===== src/rtl/bcd_pkg.sv =====
// Shared widths and helpers for the BCD counter/scan blocks.
package bcd_pkg;
    localparam int              BCD_W      = 4;
    localparam int              DEC_W      = 10;
    localparam logic [BCD_W-1:0] BCD_MAX   = 4'd9;
    localparam int              MAX_DIGITS = 32;

    function automatic logic isBcd(input logic [BCD_W-1:0] nib);
        return nib <= BCD_MAX;
    endfunction

    function automatic logic [MAX_DIGITS-1:0] onehot(input int unsigned idx);
        return MAX_DIGITS'(1) << idx;
    endfunction
endpackage


===== src/rtl/bcd_digit_cell.sv =====
// One BCD digit register; carry/borrow ripple to the next cell in the chain.
module bcd_digit_cell
    import bcd_pkg::*;
(
    input  logic             clk,
    input  logic             resetN,
    input  logic             clear,
    input  logic             load,
    input  logic [BCD_W-1:0] ldVal,
    input  logic             cin,
    input  logic             bin,
    output logic [BCD_W-1:0] q,
    output logic             cout,
    output logic             bout
);
    assign cout = cin & (q == BCD_MAX);
    assign bout = bin & (q == '0);

    always_ff @(posedge clk or negedge resetN) begin
        if (!resetN)    q <= '0;
        else if (clear) q <= '0;
        else if (load)  q <= ldVal;
        else if (cin)   q <= (q == BCD_MAX) ? '0 : q + 1'b1;
        else if (bin)   q <= (q == '0) ? BCD_MAX : q - 1'b1;
    end
endmodule


===== src/rtl/bcd_to_dec.sv =====
// Active-high BCD-to-decimal decoder; non-BCD codes decode to all-0.
module bcd_to_dec
    import bcd_pkg::*;
(
    input  logic [BCD_W-1:0] bcd,
    output logic [DEC_W-1:0] dec
);
    always_comb begin
        dec = '0;
        if (isBcd(bcd)) dec = DEC_W'(1) << bcd;
    end
endmodule


===== src/rtl/bcd_scan_controller.sv =====
// Multi-digit BCD up/down counter with a time-multiplexed one-hot digit scan
// sharing a single BCD-to-decimal decoder.
module bcd_scan_controller
    import bcd_pkg::*;
#(
    parameter int DIGITS   = 4,
    parameter int SCAN_DIV = 1000,
    parameter int BLANK_LZ = 0
) (
    input  logic                    clk,
    input  logic                    resetN,
    input  logic                    clear,
    input  logic                    load,
    input  logic [BCD_W*DIGITS-1:0] loadValue,
    input  logic                    countUp,
    input  logic                    countDown,
    output logic [BCD_W*DIGITS-1:0] value,
    output logic                    carry,
    output logic                    loadErr,
    output logic [DIGITS-1:0]       digitSel,
    output logic [DEC_W-1:0]        decOut
);
    localparam int IW = $clog2(DIGITS);
    localparam int PW = $clog2(SCAN_DIV);

    logic [DIGITS-1:0][BCD_W-1:0] dig, ldDig;
    logic [DIGITS:0]              cch, bch, hiZero;
    logic                         ldOk, ldAcc, upEn, dnEn;

    assign ldDig = loadValue;

    always_comb begin
        ldOk = 1'b1;
        for (int i = 0; i < DIGITS; i++)
            if (!isBcd(ldDig[i])) ldOk = 1'b0;
    end

    // Priority: clear > load > (up&down cancel) > up > down
    assign ldAcc  = load & ldOk & ~clear;
    assign upEn   = ~clear & ~load & countUp & ~countDown;
    assign dnEn   = ~clear & ~load & countDown & ~countUp;
    assign cch[0] = upEn;
    assign bch[0] = dnEn;
    assign hiZero[DIGITS] = 1'b1;

    for (genvar g = 0; g < DIGITS; g++) begin : g_dig
        bcd_digit_cell u_cell (
            .clk    (clk),
            .resetN (resetN),
            .clear  (clear),
            .load   (ldAcc),
            .ldVal  (ldDig[g]),
            .cin    (cch[g]),
            .bin    (bch[g]),
            .q      (dig[g]),
            .cout   (cch[g+1]),
            .bout   (bch[g+1])
        );
        assign hiZero[g] = hiZero[g+1] & (dig[g] == '0);
    end

    assign value = dig;

    always_ff @(posedge clk or negedge resetN) begin
        if (!resetN) begin
            carry   <= 1'b0;
            loadErr <= 1'b0;
        end else begin
            carry   <= cch[DIGITS] | bch[DIGITS];
            loadErr <= load & ~clear & ~ldOk;
        end
    end

    logic [PW-1:0] prescaler;
    logic [IW-1:0] scanIdx;

    always_ff @(posedge clk or negedge resetN) begin
        if (!resetN) begin
            prescaler <= '0;
            scanIdx   <= '0;
        end else if (prescaler == PW'(SCAN_DIV - 1)) begin
            prescaler <= '0;
            scanIdx   <= (scanIdx == IW'(DIGITS - 1)) ? '0 : scanIdx + 1'b1;
        end else begin
            prescaler <= prescaler + 1'b1;
        end
    end

    logic [BCD_W-1:0]      curDig;
    logic [DEC_W-1:0]      decRaw;
    logic [MAX_DIGITS-1:0] selOh;
    logic                  blank;

    assign curDig = dig[scanIdx];
    assign selOh  = onehot(32'(scanIdx));
    // Digit 0 always shows, so a zero count still displays "0".
    assign blank  = (BLANK_LZ != 0) && (scanIdx != '0) && hiZero[scanIdx];

    bcd_to_dec u_dec (
        .bcd (curDig),
        .dec (decRaw)
    );

    always_ff @(posedge clk or negedge resetN) begin
        if (!resetN) begin
            digitSel <= '0;
            decOut   <= '0;
        end else begin
            digitSel <= selOh[DIGITS-1:0];
            decOut   <= blank ? '0 : decRaw;
        end
    end
endmodule

===== config.mk =====
export PLATFORM = sky130hd
export DESIGN_NAME = bcd_scan_controller
export DESIGN_NICKNAME = d
export VERILOG_FILES = /design/src/rtl/bcd_pkg.sv /design/src/rtl/bcd_digit_cell.sv /design/src/rtl/bcd_to_dec.sv /design/src/rtl/bcd_scan_controller.sv
export SDC_FILE = /design/constraint.sdc
export NUM_CORES = 1
export LEC_CHECK = 0
export CORE_MARGIN = 3
export CORE_UTILIZATION = 40
export CTS_CLUSTER_DIAMETER = 150
export CTS_CLUSTER_SIZE = 20
export DETAILED_ROUTE_END_ITERATION = 8
export PLACE_DENSITY = 0.63
export SLEW_MARGIN = 25
export SYNTH_ARGS = -nofsm -noshare
export SYNTH_HDL_FRONTEND = slang
export SYNTH_HIERARCHICAL = 1
export SYNTH_SLANG_ARGS = --single-unit

===== constraint.sdc =====
create_clock -name clk -period 2.6 [get_ports clk]
set_input_delay 0.39 -clock clk [delete_from_list [all_inputs] [get_ports clk]]
set_output_delay 0.39 -clock clk [all_outputs]
set_load 0.02 [all_outputs]

==> key figures <==
Drt
  – 1st-iter DRT viols: 141
  – Final ANT Viol Nets: 0
  – Via count: 2886
  – WL final: 8085 µm
  – Avg WL per Cell: 15.88 µm
  – Vias per Instance: 5.670
  – DRC Markers: 0
  – DRT Pass-1 Iters: 4

Worst setup path
  – Critical-path top delay cell: dfrtp_2
  – Crit-path leading delay family: simple AND/OR/NAND/NOR gates
  – Worst-path cell chain: inv_1 -> ha_1 -> nor2b_1 -> and3_1 -> and3_1 -> and3_1 -> or3_1 -> o21ai_0 -> a211oi_1 -> o311a_1
  – CP startpoint kind: register
  – Critical Path AT: 2610 ps
  – Crit path depth: 10
  – Worst setup path class: register to register
  – Kind of end point of the critical path: register
  – Worst r2r path cells: 10
  – Worst stage delay on the critical path: 400 ps
  – CP required: 2790 ps
  – Max FO, Critical Path: 4
  – Cell mode on critical path: and3_1
  – CP bufs+invs: 1

Place
  – Number of port buffers: 53
  – Dpl cells: 499
  – Gpl congestion: 0.8656
  – Detail Placement HPWL: 6047 µm

Finish
  – Total of fill cells in the finished design: 704
  – Register area: 1102 µm²
  – Layout Area Growth over Synthesis: 30.47%
  – Antenna diode count: 0
  – Net count, final: 449
  – Final cell count without fillers: 509
  – Layout cells sized above 1: 22.60%
  – Multi-input gate area: 1962 µm²

Timing
  – Final setup violation count: 0
  – Slew @ Worst Pin: 467.5 ps
  – Skew final: 9.757 ps
  – Rel. slew slack: 68.83%
  – Final Max Tran Viols: 0
  – Tmin final: 2416 ps
  – Tcrit/Tclk final: 92.93%
  – Max Fclk: 413.9 MHz
  – RSZ-0062 raised after global routing: no
  – Final Hold Viols: 0

CTS
  – H-tree Lvls: 2
  – Num CTS Buffers: 5
  – Clock slew seen by the registers of the worst setup and hold paths: 90 ps
  – CTS tree: yes
  – Hold_buf cts: 0
  – Clock sinks: 44
  – Root Buffer: clkbuf_8
  – CTS max path bufs: 2
  – Clock latency at the later pin of the worst-skew pair: 300 ps

Synth
  – Synth Area in Compound Gates: 19.67%
  – Commonest register cell after synthesis: dfrtp_1
  – Post-Synthesis Cells: 325
  – Register area share after synthesis: 34.07%
  – FF+latch count, synth: 44
  – Leading area contributor after synthesis: dfrtp_1
  – EDFF count, synth: 0
  – Synth async-reset ratio: 100.0%
  – Post-synthesis mux area share: 3.484%
  – Ys Warns: 6
  – Syn Area/Cell: 9.944 µm²
  – Adder-cell share of the synthesized area: 8.130%
  – Netlist cell types: 52
  – Area share of the largest cell type after synthesis: 34.07%
  – Most instantiated cells after synthesis: dfrtp_1, inv_1, ha_1
  – Largest family of logic cells by synthesized area: simple AND/OR/NAND/NOR gates
  – Syn Nets: 368
  – Synth top area cells: dfrtp_1, ha_1, nor4b_2
  – Mapped Area: 3232 µm²
  – Post-Synth XOR/XNOR Area: 1.897%
  – Synth Area in Simple Gates: 26.13%
  – Dominant cell by count in the synthesized netlist: dfrtp_1

Die
  – Core area: 7767 µm²
  – Die height: 95.89 µm
  – IO Pins: 54
  – Die Wd: 95.89 µm
  – Rows: 32
  – Full die area: 9194 µm²
  – Initial core utilization: 41.61%

Flow run
  – MaxCap Viol Count: 0

Global route
  – Largest net degree at the start of global routing: 29
  – Total grt overflow: 0
  – Vias in the first global route: 2594
  – First-pass GRT wire length: 13340 µm
  – Antenna violations before repair: 0
  – Gr usage total: 18.46%

Power and ir drop
  – Switch share: 27.65%
  – Net Switching: 0.4574 mW
  – VDD IR max: 0.0002401 V
  – Leak Pwr: 1.735 nW
  – P_int: 1.197 mW
  – Combinational power share: 21.7%
  – Sequential cell fraction of total power: 44.0%
  – Power per Cell Area: 392.3 nW/µm²
  – Clk pwr share: 34.2%
  – Power, Total: 1.654 mW

Min path
  – Hold Path Class: primary input to asynchronous set/reset pin

Status
  – Status: finished clean
logic make-up after synthesis:
family / Yosys count
simple gates: 119
flops: 44
xor+xnor: 7
mux: 6
fa+ha+maj: 21
buf+inv: 43
compound gates: 85
state kept, by name (all words and copies together), names as in the netlist:
register	cells
prescaler	10
carry	1
loadErr	1
decOut	10
digitSel	4
scanIdx	2
g_dig.u_cell/q	16
placed cells by master, fill, tap and decap left out, drive strengths merged, types with 7 or more instances in the layout:
cell type      instances
nand3                  8
dfrtp                 44
nor3                  10
nand4                  7
buf                   37
nand2                  8
o21ai                 20
inv                   28
ha                    21
nor4                   9
clkdlybuf4s50         51
nor4b                 14
nor2                  16
a21oi                 19
a211oi                 9
cell type report:
type                            instances  area share [%]
Sequential cell                        44           26.14
Clock buffer                            6           1.958
Multi-Input combinational cell        238           46.53
Inverter                               28           2.493
Timing Repair Buffer                   89           18.93
Tap cell                              102           3.027
Clock inverter                          2          0.9199
power by group through the flow:
stage          clock network, mW  logic (mW)  registers [mW]
6_report                   0.566       0.359           0.729
5_1_grt                    0.611       0.395           0.732
4_1_cts                    0.586       0.352           0.730
3_5_place_dp                   0       0.350           0.743
3_3_place_gp                   0       0.349           0.743
2_1_floorplan                  0       0.169           0.768
per-stage QoR:
step | hold WS, ps | setup TNS, ps | setup WS, ps | cell area, µm² | util, %
final | 30.81 | 0 | 183.8 | 4217 | 54.28
after global routing | 53.01 | 0 | 29.36 | 4217 | 54.28
after global placement | 362.8 | -427.5 | -103.6 | 4051 | 52.16
after CTS | 33.69 | 0 | 144.5 | 4173 | 53.72
after floorplan | 94.41 | -25.26 | -25.26 | 3258 | -
after detailed placement | 364.0 | -746.4 | -166.0 | 4051 | 52.16
final timing paths:
path	start	endpoint	slack, ps
worst min-delay path	resetN	g_dig[2].u_cell/q[0]$_DFFE_PN0P_	30
min in group clk	prescaler[0]$_DFF_PN0_	prescaler[0]$_DFF_PN0_	490
worst max register to register	g_dig[0].u_cell/q[0]$_DFFE_PN0P_	g_dig[3].u_cell/q[3]$_DFFE_PN0P_	180
worst min register to register	prescaler[0]$_DFF_PN0_	prescaler[0]$_DFF_PN0_	490
worst max-delay path	g_dig[0].u_cell/q[0]$_DFFE_PN0P_	g_dig[3].u_cell/q[3]$_DFFE_PN0P_	180
max in group asynchronous	resetN	prescaler[4]$_DFF_PN0_	1860
per-layer routing:
layer | share of wire (%) | up-vias | global-route usage, % | wire [µm]
li1 | - | 1388 | - | -
met1 | 50 | 1391 | 28.10 | 4010
met2 | 44 | 96 | 27.50 | 3550
met3 | 5.5 | 11 | 2.893 | 443
met4 | 0.99 | 0 | 3.910 | 80
met5 | 0 | - | 0 | 0
what timing repair did:
action | 4_1_cts | 5_1_grt
setup buffers | 0 | 2
resized for setup | 0 | 5
setup endpoints to repair | 0 | 2
Power figures use the tool's default switching activity.
